`config.mk`:
```
export PLATFORM = sky130hd
export DESIGN_NAME = branch_sched
export DESIGN_NICKNAME = d
export VERILOG_FILES = /design/src/rtl/branch_sched.sv
export SDC_FILE = /design/constraint.sdc
export NUM_CORES = 1
export LEC_CHECK = 0
export CELL_PAD_IN_SITES_DETAIL_PLACEMENT = 1
export CELL_PAD_IN_SITES_GLOBAL_PLACEMENT = 1
export CORE_ASPECT_RATIO = 0.9
export CORE_MARGIN = 8
export CORE_UTILIZATION = 42
export CTS_CLUSTER_DIAMETER = 30
export CTS_CLUSTER_SIZE = 24
export DETAILED_ROUTE_END_ITERATION = 10
export PLACE_DENSITY_LB_ADDON = 0.1
export SETUP_SLACK_MARGIN = 0.3
export SYNTH_ARGS = -nofsm -noshare
export SYNTH_HDL_FRONTEND = slang
export SYNTH_SLANG_ARGS = --single-unit
```
`constraint.sdc`:
```
create_clock -name clk -period 18.15 [get_ports clk]
set_input_delay 5.445 -clock clk [delete_from_list [all_inputs] [get_ports clk]]
set_output_delay 5.445 -clock clk [all_outputs]
set_load 0.02 [all_outputs]
```
`src/rtl/branch_sched.sv`:
```
// ---------------------------------------------------------------------------
// branch_sched
//   Resolves the branch-class ops of one VLIW bundle. An accepted bundle has
//   its pending slots evaluated one per cycle, lowest index first, through a
//   single shared comparator. The first taken slot raises a redirect that
//   squashes younger pending slots. Jumps with rd != 0 emit a link writeback.
//
// Parameters
//   NUM_SLOTS  number of issue slots that may carry a branch-class op
//   TRAP_VEC   redirect target for ecall/ebreak
//
// Ports
//   clk, rst_n                          clock, async active-low reset
//   bundle_valid / bundle_ready         bundle handshake (ready only in IDLE)
//   bundle_pc                           PC of slot 0 (slot i at +4*i)
//   slot_req                            per-slot branch-class op present
//   slot_op, slot_is_jmp,
//   slot_is_imm_type, slot_zero_ext     decoded control per slot
//   slot_imm, slot_rd,
//   slot_rs1_val, slot_rs2_val          decoded fields and operands per slot
//   redirect_valid / redirect_ready,
//   redirect_target, squash_mask        redirect handshake
//   link_valid, link_rd, link_data      link writeback for JAL/JALR
//   sched_done                          one-cycle pulse, bundle resolved
//   stat_eval_cnt, stat_taken_cnt       saturating counters, present only
//                                       when BRANCH_SCHED_STATS_EN is defined
// ---------------------------------------------------------------------------
module branch_sched #(
    parameter int unsigned NUM_SLOTS = 4,
    parameter logic [31:0] TRAP_VEC  = 32'h0000_0100
) (
    input  logic                      clk,
    input  logic                      rst_n,
    input  logic                      bundle_valid,
    output logic                      bundle_ready,
    input  logic [31:0]               bundle_pc,
    input  logic [NUM_SLOTS-1:0]      slot_req,
    input  logic [2*NUM_SLOTS-1:0]    slot_op,
    input  logic [NUM_SLOTS-1:0]      slot_is_jmp,
    input  logic [NUM_SLOTS-1:0]      slot_is_imm_type,
    input  logic [NUM_SLOTS-1:0]      slot_zero_ext,
    input  logic [20*NUM_SLOTS-1:0]   slot_imm,
    input  logic [5*NUM_SLOTS-1:0]    slot_rd,
    input  logic [32*NUM_SLOTS-1:0]   slot_rs1_val,
    input  logic [32*NUM_SLOTS-1:0]   slot_rs2_val,
    output logic                      redirect_valid,
    input  logic                      redirect_ready,
    output logic [31:0]               redirect_target,
    output logic [NUM_SLOTS-1:0]      squash_mask,
    output logic                      link_valid,
    output logic [4:0]                link_rd,
    output logic [31:0]               link_data,
    output logic                      sched_done
`ifdef BRANCH_SCHED_STATS_EN
    ,
    output logic [31:0]               stat_eval_cnt,
    output logic [31:0]               stat_taken_cnt
`endif
);

    typedef enum logic [1:0] {
        S_IDLE,
        S_EVAL,
        S_REDIRECT
    } state_e;

    state_e state_q, state_d;

    // Bundle registers captured on accept
    logic [31:0]             pc_q;
    logic [NUM_SLOTS-1:0]    pend_q, pend_d;
    logic [2*NUM_SLOTS-1:0]  op_q;
    logic [NUM_SLOTS-1:0]    jmp_q, immt_q, zext_q;
    logic [20*NUM_SLOTS-1:0] imm_q;
    logic [5*NUM_SLOTS-1:0]  rd_q;
    logic [32*NUM_SLOTS-1:0] rs1_q, rs2_q;

    // Redirect registers
    logic [31:0]             target_q, target_d;
    logic [NUM_SLOTS-1:0]    squash_q, squash_d;

    // Selected slot (lowest-index pending) and its fields
    logic                    found;
    logic [31:0]             s_idx;
    logic [1:0]              s_op;
    logic                    s_jmp, s_immt, s_zext;
    logic [19:0]             s_imm;
    logic [4:0]              s_rd;
    logic [31:0]             s_rs1, s_rs2;
    logic [31:0]             s_pc;
    logic [NUM_SLOTS-1:0]    pend_clr;
    logic [NUM_SLOTS-1:0]    younger;

    // Evaluation results
    logic                    cmp_eq, cmp_lt, cmp_res;
    logic                    taken, is_link;
    logic [31:0]             tgt;
    logic [31:0]             br_tgt, jal_tgt, jalr_tgt;
    logic                    accept;
    logic                    evaluating;

    assign accept     = (state_q == S_IDLE) && bundle_valid;
    assign evaluating = (state_q == S_EVAL) && found;

    // Slot selection: priority pick of the lowest pending index. The same
    // loop extracts that slot's fields and builds the post-clear mask and
    // the mask of pending slots younger than the selected one.
    always_comb begin
        found    = 1'b0;
        s_idx    = '0;
        s_op     = '0;
        s_jmp    = 1'b0;
        s_immt   = 1'b0;
        s_zext   = 1'b0;
        s_imm    = '0;
        s_rd     = '0;
        s_rs1    = '0;
        s_rs2    = '0;
        pend_clr = pend_q;
        for (int unsigned i = 0; i < NUM_SLOTS; i++) begin
            if (!found && pend_q[i]) begin
                found       = 1'b1;
                s_idx       = 32'(i);
                s_op        = op_q[i*2 +: 2];
                s_jmp       = jmp_q[i];
                s_immt      = immt_q[i];
                s_zext      = zext_q[i];
                s_imm       = imm_q[i*20 +: 20];
                s_rd        = rd_q[i*5 +: 5];
                s_rs1       = rs1_q[i*32 +: 32];
                s_rs2       = rs2_q[i*32 +: 32];
                pend_clr[i] = 1'b0;
            end
        end
        younger = '0;
        for (int unsigned i = 0; i < NUM_SLOTS; i++) begin
            younger[i] = pend_q[i] && (32'(i) > s_idx);
        end
        s_pc = pc_q + (s_idx << 2);
    end

    // Shared comparator and target adders
    always_comb begin
        cmp_eq   = (s_rs1 == s_rs2);
        cmp_lt   = s_zext ? (s_rs1 < s_rs2) : ($signed(s_rs1) < $signed(s_rs2));
        unique case (s_op)
            2'b00:   cmp_res = cmp_eq;
            2'b01:   cmp_res = !cmp_eq;
            2'b10:   cmp_res = cmp_lt;
            default: cmp_res = !cmp_lt;
        endcase

        br_tgt   = s_pc + {{19{s_imm[11]}}, s_imm[11:0], 1'b0};
        jal_tgt  = s_pc + {{11{s_imm[19]}}, s_imm, 1'b0};
        jalr_tgt = (s_rs1 + {{20{s_imm[11]}}, s_imm[11:0]}) & ~32'h1;

        taken   = 1'b0;
        is_link = 1'b0;
        tgt     = br_tgt;
        if (s_jmp) begin
            if (s_immt) begin
                taken   = 1'b1;
                is_link = 1'b1;
                tgt     = jalr_tgt;
            end else begin
                // Non-immediate jump encodings 10/11 are undefined; they
                // fall through like a not-taken branch.
                unique case (s_op)
                    2'b00: begin
                        taken   = 1'b1;
                        is_link = 1'b1;
                        tgt     = jal_tgt;
                    end
                    2'b01: begin
                        taken = 1'b1;
                        tgt   = TRAP_VEC;
                    end
                    default: taken = 1'b0;
                endcase
            end
        end else begin
            taken = cmp_res;
        end
    end

    // Next state and outputs
    always_comb begin
        state_d        = state_q;
        pend_d         = pend_q;
        target_d       = target_q;
        squash_d       = squash_q;
        bundle_ready   = (state_q == S_IDLE);
        redirect_valid = 1'b0;
        redirect_target = '0;
        squash_mask    = '0;
        link_valid     = 1'b0;
        link_rd        = '0;
        link_data      = '0;
        sched_done     = 1'b0;

        unique case (state_q)
            S_IDLE: begin
                if (bundle_valid) begin
                    pend_d  = slot_req;
                    state_d = S_EVAL;
                end
            end
            S_EVAL: begin
                if (!found) begin
                    // Empty bundle: resolved with a single EVAL cycle
                    sched_done = 1'b1;
                    state_d    = S_IDLE;
                end else begin
                    if (is_link && (s_rd != 5'd0)) begin
                        link_valid = 1'b1;
                        link_rd    = s_rd;
                        link_data  = s_pc + 32'd4;
                    end
                    if (taken) begin
                        target_d = tgt;
                        squash_d = younger;
                        pend_d   = '0;
                        state_d  = S_REDIRECT;
                    end else begin
                        pend_d = pend_clr;
                        if (pend_clr == '0) begin
                            sched_done = 1'b1;
                            state_d    = S_IDLE;
                        end
                    end
                end
            end
            S_REDIRECT: begin
                redirect_valid  = 1'b1;
                redirect_target = target_q;
                squash_mask     = squash_q;
                if (redirect_ready) begin
                    sched_done = 1'b1;
                    state_d    = S_IDLE;
                end
            end
            default: state_d = S_IDLE;
        endcase
    end

    always_ff @(posedge clk or negedge rst_n) begin
        if (!rst_n) begin
            state_q  <= S_IDLE;
            pend_q   <= '0;
            target_q <= '0;
            squash_q <= '0;
        end else begin
            state_q  <= state_d;
            pend_q   <= pend_d;
            target_q <= target_d;
            squash_q <= squash_d;
        end
    end

    always_ff @(posedge clk or negedge rst_n) begin
        if (!rst_n) begin
            pc_q   <= '0;
            op_q   <= '0;
            jmp_q  <= '0;
            immt_q <= '0;
            zext_q <= '0;
            imm_q  <= '0;
            rd_q   <= '0;
            rs1_q  <= '0;
            rs2_q  <= '0;
        end else if (accept) begin
            pc_q   <= bundle_pc;
            op_q   <= slot_op;
            jmp_q  <= slot_is_jmp;
            immt_q <= slot_is_imm_type;
            zext_q <= slot_zero_ext;
            imm_q  <= slot_imm;
            rd_q   <= slot_rd;
            rs1_q  <= slot_rs1_val;
            rs2_q  <= slot_rs2_val;
        end
    end

`ifdef BRANCH_SCHED_STATS_EN
    logic [31:0] eval_cnt_q, taken_cnt_q;

    always_ff @(posedge clk or negedge rst_n) begin
        if (!rst_n) begin
            eval_cnt_q  <= '0;
            taken_cnt_q <= '0;
        end else begin
            if (evaluating && (eval_cnt_q != '1)) begin
                eval_cnt_q <= eval_cnt_q + 32'd1;
            end
            if (evaluating && taken && (taken_cnt_q != '1)) begin
                taken_cnt_q <= taken_cnt_q + 32'd1;
            end
        end
    end

    assign stat_eval_cnt  = eval_cnt_q;
    assign stat_taken_cnt = taken_cnt_q;
`else
    logic unused_eval;
    assign unused_eval = evaluating;
`endif

endmodule
```
==> results.md <==
- Cts hold-fix bufs: 0
- Max Cap Viol: 0
- Status: finished, final reports clean
- Sequential share of the synthesized area: a little over two fifths
- Commonest non-fill, non-tap cells in the layout: nand2_1, clkdlybuf4s50_1, dfrtp_1, nor2_1, a21oi_1
- Max VDD drop: 163 uV
- TritonRoute pass-1 iters: 7
- CP Launch Type: flip-flop
- Fmax: around 0.08 GHz
- Top post-synthesis cells by area: dfrtp_1, nand2_1, ha_1
- Synth Net Count: just under 4000
- Async set-reset flop share out of synthesis: 100%
- Final WS setup: 5.79 ns
- Syn Inst Count: 3331
- Largest area contributor in the netlist: dfrtp_1
- Clk_lat worst skew: 0.67 ns
- Initial core utilization: 42.6%
- Most used DFF post-synth: dfrtp_1
- Place WS: around 5.9 ns
- RSZ-0062 raised after global routing: false
- Setup TNS: 0 ns
- Largest net degree at the start of global routing: between 200 and 250
- Worst Tran Pin Value: 1.29 ns
- Initial antenna violation count: 7
- Synth unique cells: 80
- Share of the synthesized area in the top cell type: 43.0%
- Worst clock skew: 0.0723 ns
- Share of cells above drive strength 1: 6.37%
- Max Root-Sink Buffers: 3
- Detailed-route via count: 26100
- Crit path arrival time: 6.92 ns
- Area grow syn2layout: 34.7%
- Hold Slack: around 0.47 ns
- First-pass GRT wire length: between 150000 and 200000 um
- DRC violations left: 0
- Slew Limit Fails: 0
- Leakage: 0.0170 uW
- Num CTS Buffers: 102
- Final setup violation count: 0
- PwrDens: 208 nW/um2
- Hold Vio Cnt, Final: 0
- Clock tree sinks: 449
- Number of global-route vias before repair: 28300
- RePlAce Congestion: 0.904
- Total power: 7300 uW
- Commonest non-fill, non-tap cell in the layout: nand2_1
- Number of setup buffers added after CTS: 0
- Origin of the worst setup path: pend_q[1]
- Buffers on Ports: 491
- Die Wd: roughly 280 um
- Root Driver: clkbuf_16
- H-tree levels: 3
- NumNets Final: 4291
- Cell Rows: 86
- Top Ports: 493
- Total Die Area: 70400 um2
- GRT Residual Overflow: 0
- Iter 0 DRT Violations: around 1900
- Crit path capture type: output port
- Largest fanout on the critical path: 84
- Worst r2r src: pend_q[0]
- CTS clk-pin slew, worst paths: 0.04 ns
- Cells after DPL: 4444
- Syn_area_per_cell: 7.84 um2
- CTS tree: done
- GRT Resource Usage Total: 29.5%
- Synth Warn #: 0
- Via/cell ratio: 5.62
- Worst hold path type: flip-flop to flip-flop
- Number of synthesized flops with an enable pin: 0
- Mapped cell area: roughly 26000 um2
- WL/cell: approximately 23 um
- CP required: 12.70 ns
- Setup Crit Path Kind: flip-flop to output port
- Min-delay src: rs2_q[102]
- Routed WL: approximately 110000 um
- Tcrit/Tclk final: 68.1%
- Non-filler cells, final: between 4000 and 5000
- Yosys reg bits: 449
- Post_cts resized: 0
- Core footprint: 61300 um2
- Fin crit period: 12.36 ns
- Die Y: around 250 um
- Dpl hpwl: 78400 um
- Antenna-violating nets left: 0
- Max_slew headroom: 14.2%
## layer usage
layer,GRT usage (%),share of wire (%),up-vias,routed length [um]
met5,0,0,-,0
li1,-,-,12000,-
met1,38.6,43,13100,46200
met2,49.0,48,752,51200
met3,5.55,5.6,185,5960
met4,9.69,3.0,0,3200
## synthesized netlist by cell type (all sizes together), types with 41 or more instances
library cell	number
o21ai	92
a221oi	44
a21oi	153
ha	116
dfrtp	449
and2	43
nand3	41
a22oi	51
clkbuf	164
nand2	1381
a221o	55
inv	47
xnor2	89
nor2	235
## stage by stage
| step | area, um2 | utilization, % |
|---|---|---|
| 6_report | 35200 | 57.4 |
| 5_1_grt | 35200 | 57.3 |
| 4_1_cts | 35200 | 57.3 |
| 3_5_place_dp | 31500 | 51.4 |
| 3_3_place_gp | 31500 | 51.4 |
| 2_1_floorplan | 26100 | - |
## layout make-up
class	count	area, um2
inverters	47	176
clock buffers	128	2820
multi-input cells	2643	14000
flip-flops and latches	449	11200
well taps	792	991
repair buffers	513	5110
clock inverters	64	833
diodes	6	15.0
fillers	7209	26200
## power by group
| group | internal (uW) | switching [uW] | leakage, uW | total (uW) |
|---|---|---|---|---|
| Combinational | 1270 | 2290 | 0.00964 | 3550 |
| Sequential | 1470 | 348 | 0.00560 | 1820 |
| Clock | 1290 | 636 | 0.00176 | 1930 |
| Total | 4030 | 3270 | 0.0170 | 7300 |
## critical path, cell delays in order, from the launching register on
cell and delay (ns):
dfrtp_4 0.80, nor4b_4 0.35, buf_4 0.34, buf_4 0.82
a221oi_1 0.25, ha_1 0.38, nand3_1 0.13, nor3_1 0.22
nand2_1 0.09, nor3_1 0.39, o31ai_1 0.21, a21o_1 0.19
nor2_1 0.44, a211oi_1 0.15, a311o_1 0.49, o21ai_0 0.25
clkdlybuf4s50_1 0.64
## sequential cells by signal (all words and copies together) (netlist names), 3 cells and up
signal    cells
rs1_q       128
rs2_q       128
imm_q        80
pc_q         32
target_q     32
rd_q         20
op_q          8
immt_q        4
jmp_q         4
pend_q        4
zext_q        4
squash_q      3
## kinds of logic (layout without fill, tap and decap cells)
| logic type | after synthesis | in the layout | share of synthesized area [%] |
|---|---|---|---|
| XOR/XNOR | 125 | 125 | 4.25 |
| buffers and inverters | 239 | 752 | 3.52 |
| multiplexers | 10 | 10 | 0.417 |
| adder cells (fa/ha/maj) | 120 | 120 | 5.83 |
| AO/OA/AOI/OAI | 544 | 544 | 14.2 |
| AND/OR/NAND/NOR | 1843 | 1843 | 28.8 |
| other | 1 | 7 | 0.0144 |
| flip-flops | 449 | 449 | 43.0 |
## path summary, 6_finish.rpt
check                      slack, ns      endpoint  cells after the start
hold reg to reg                 0.47    rs2_q[102]                      2
min in group asynchronous       4.83       op_q[5]                      1
hold / removal                  0.47    rs2_q[102]                      2
max in group asynchronous      10.96    rs2_q[116]                      3
setup / recovery                5.79    sched_done                     16
setup reg to reg               11.08  target_q[29]                     20
(Power assumes the default switching activity.)
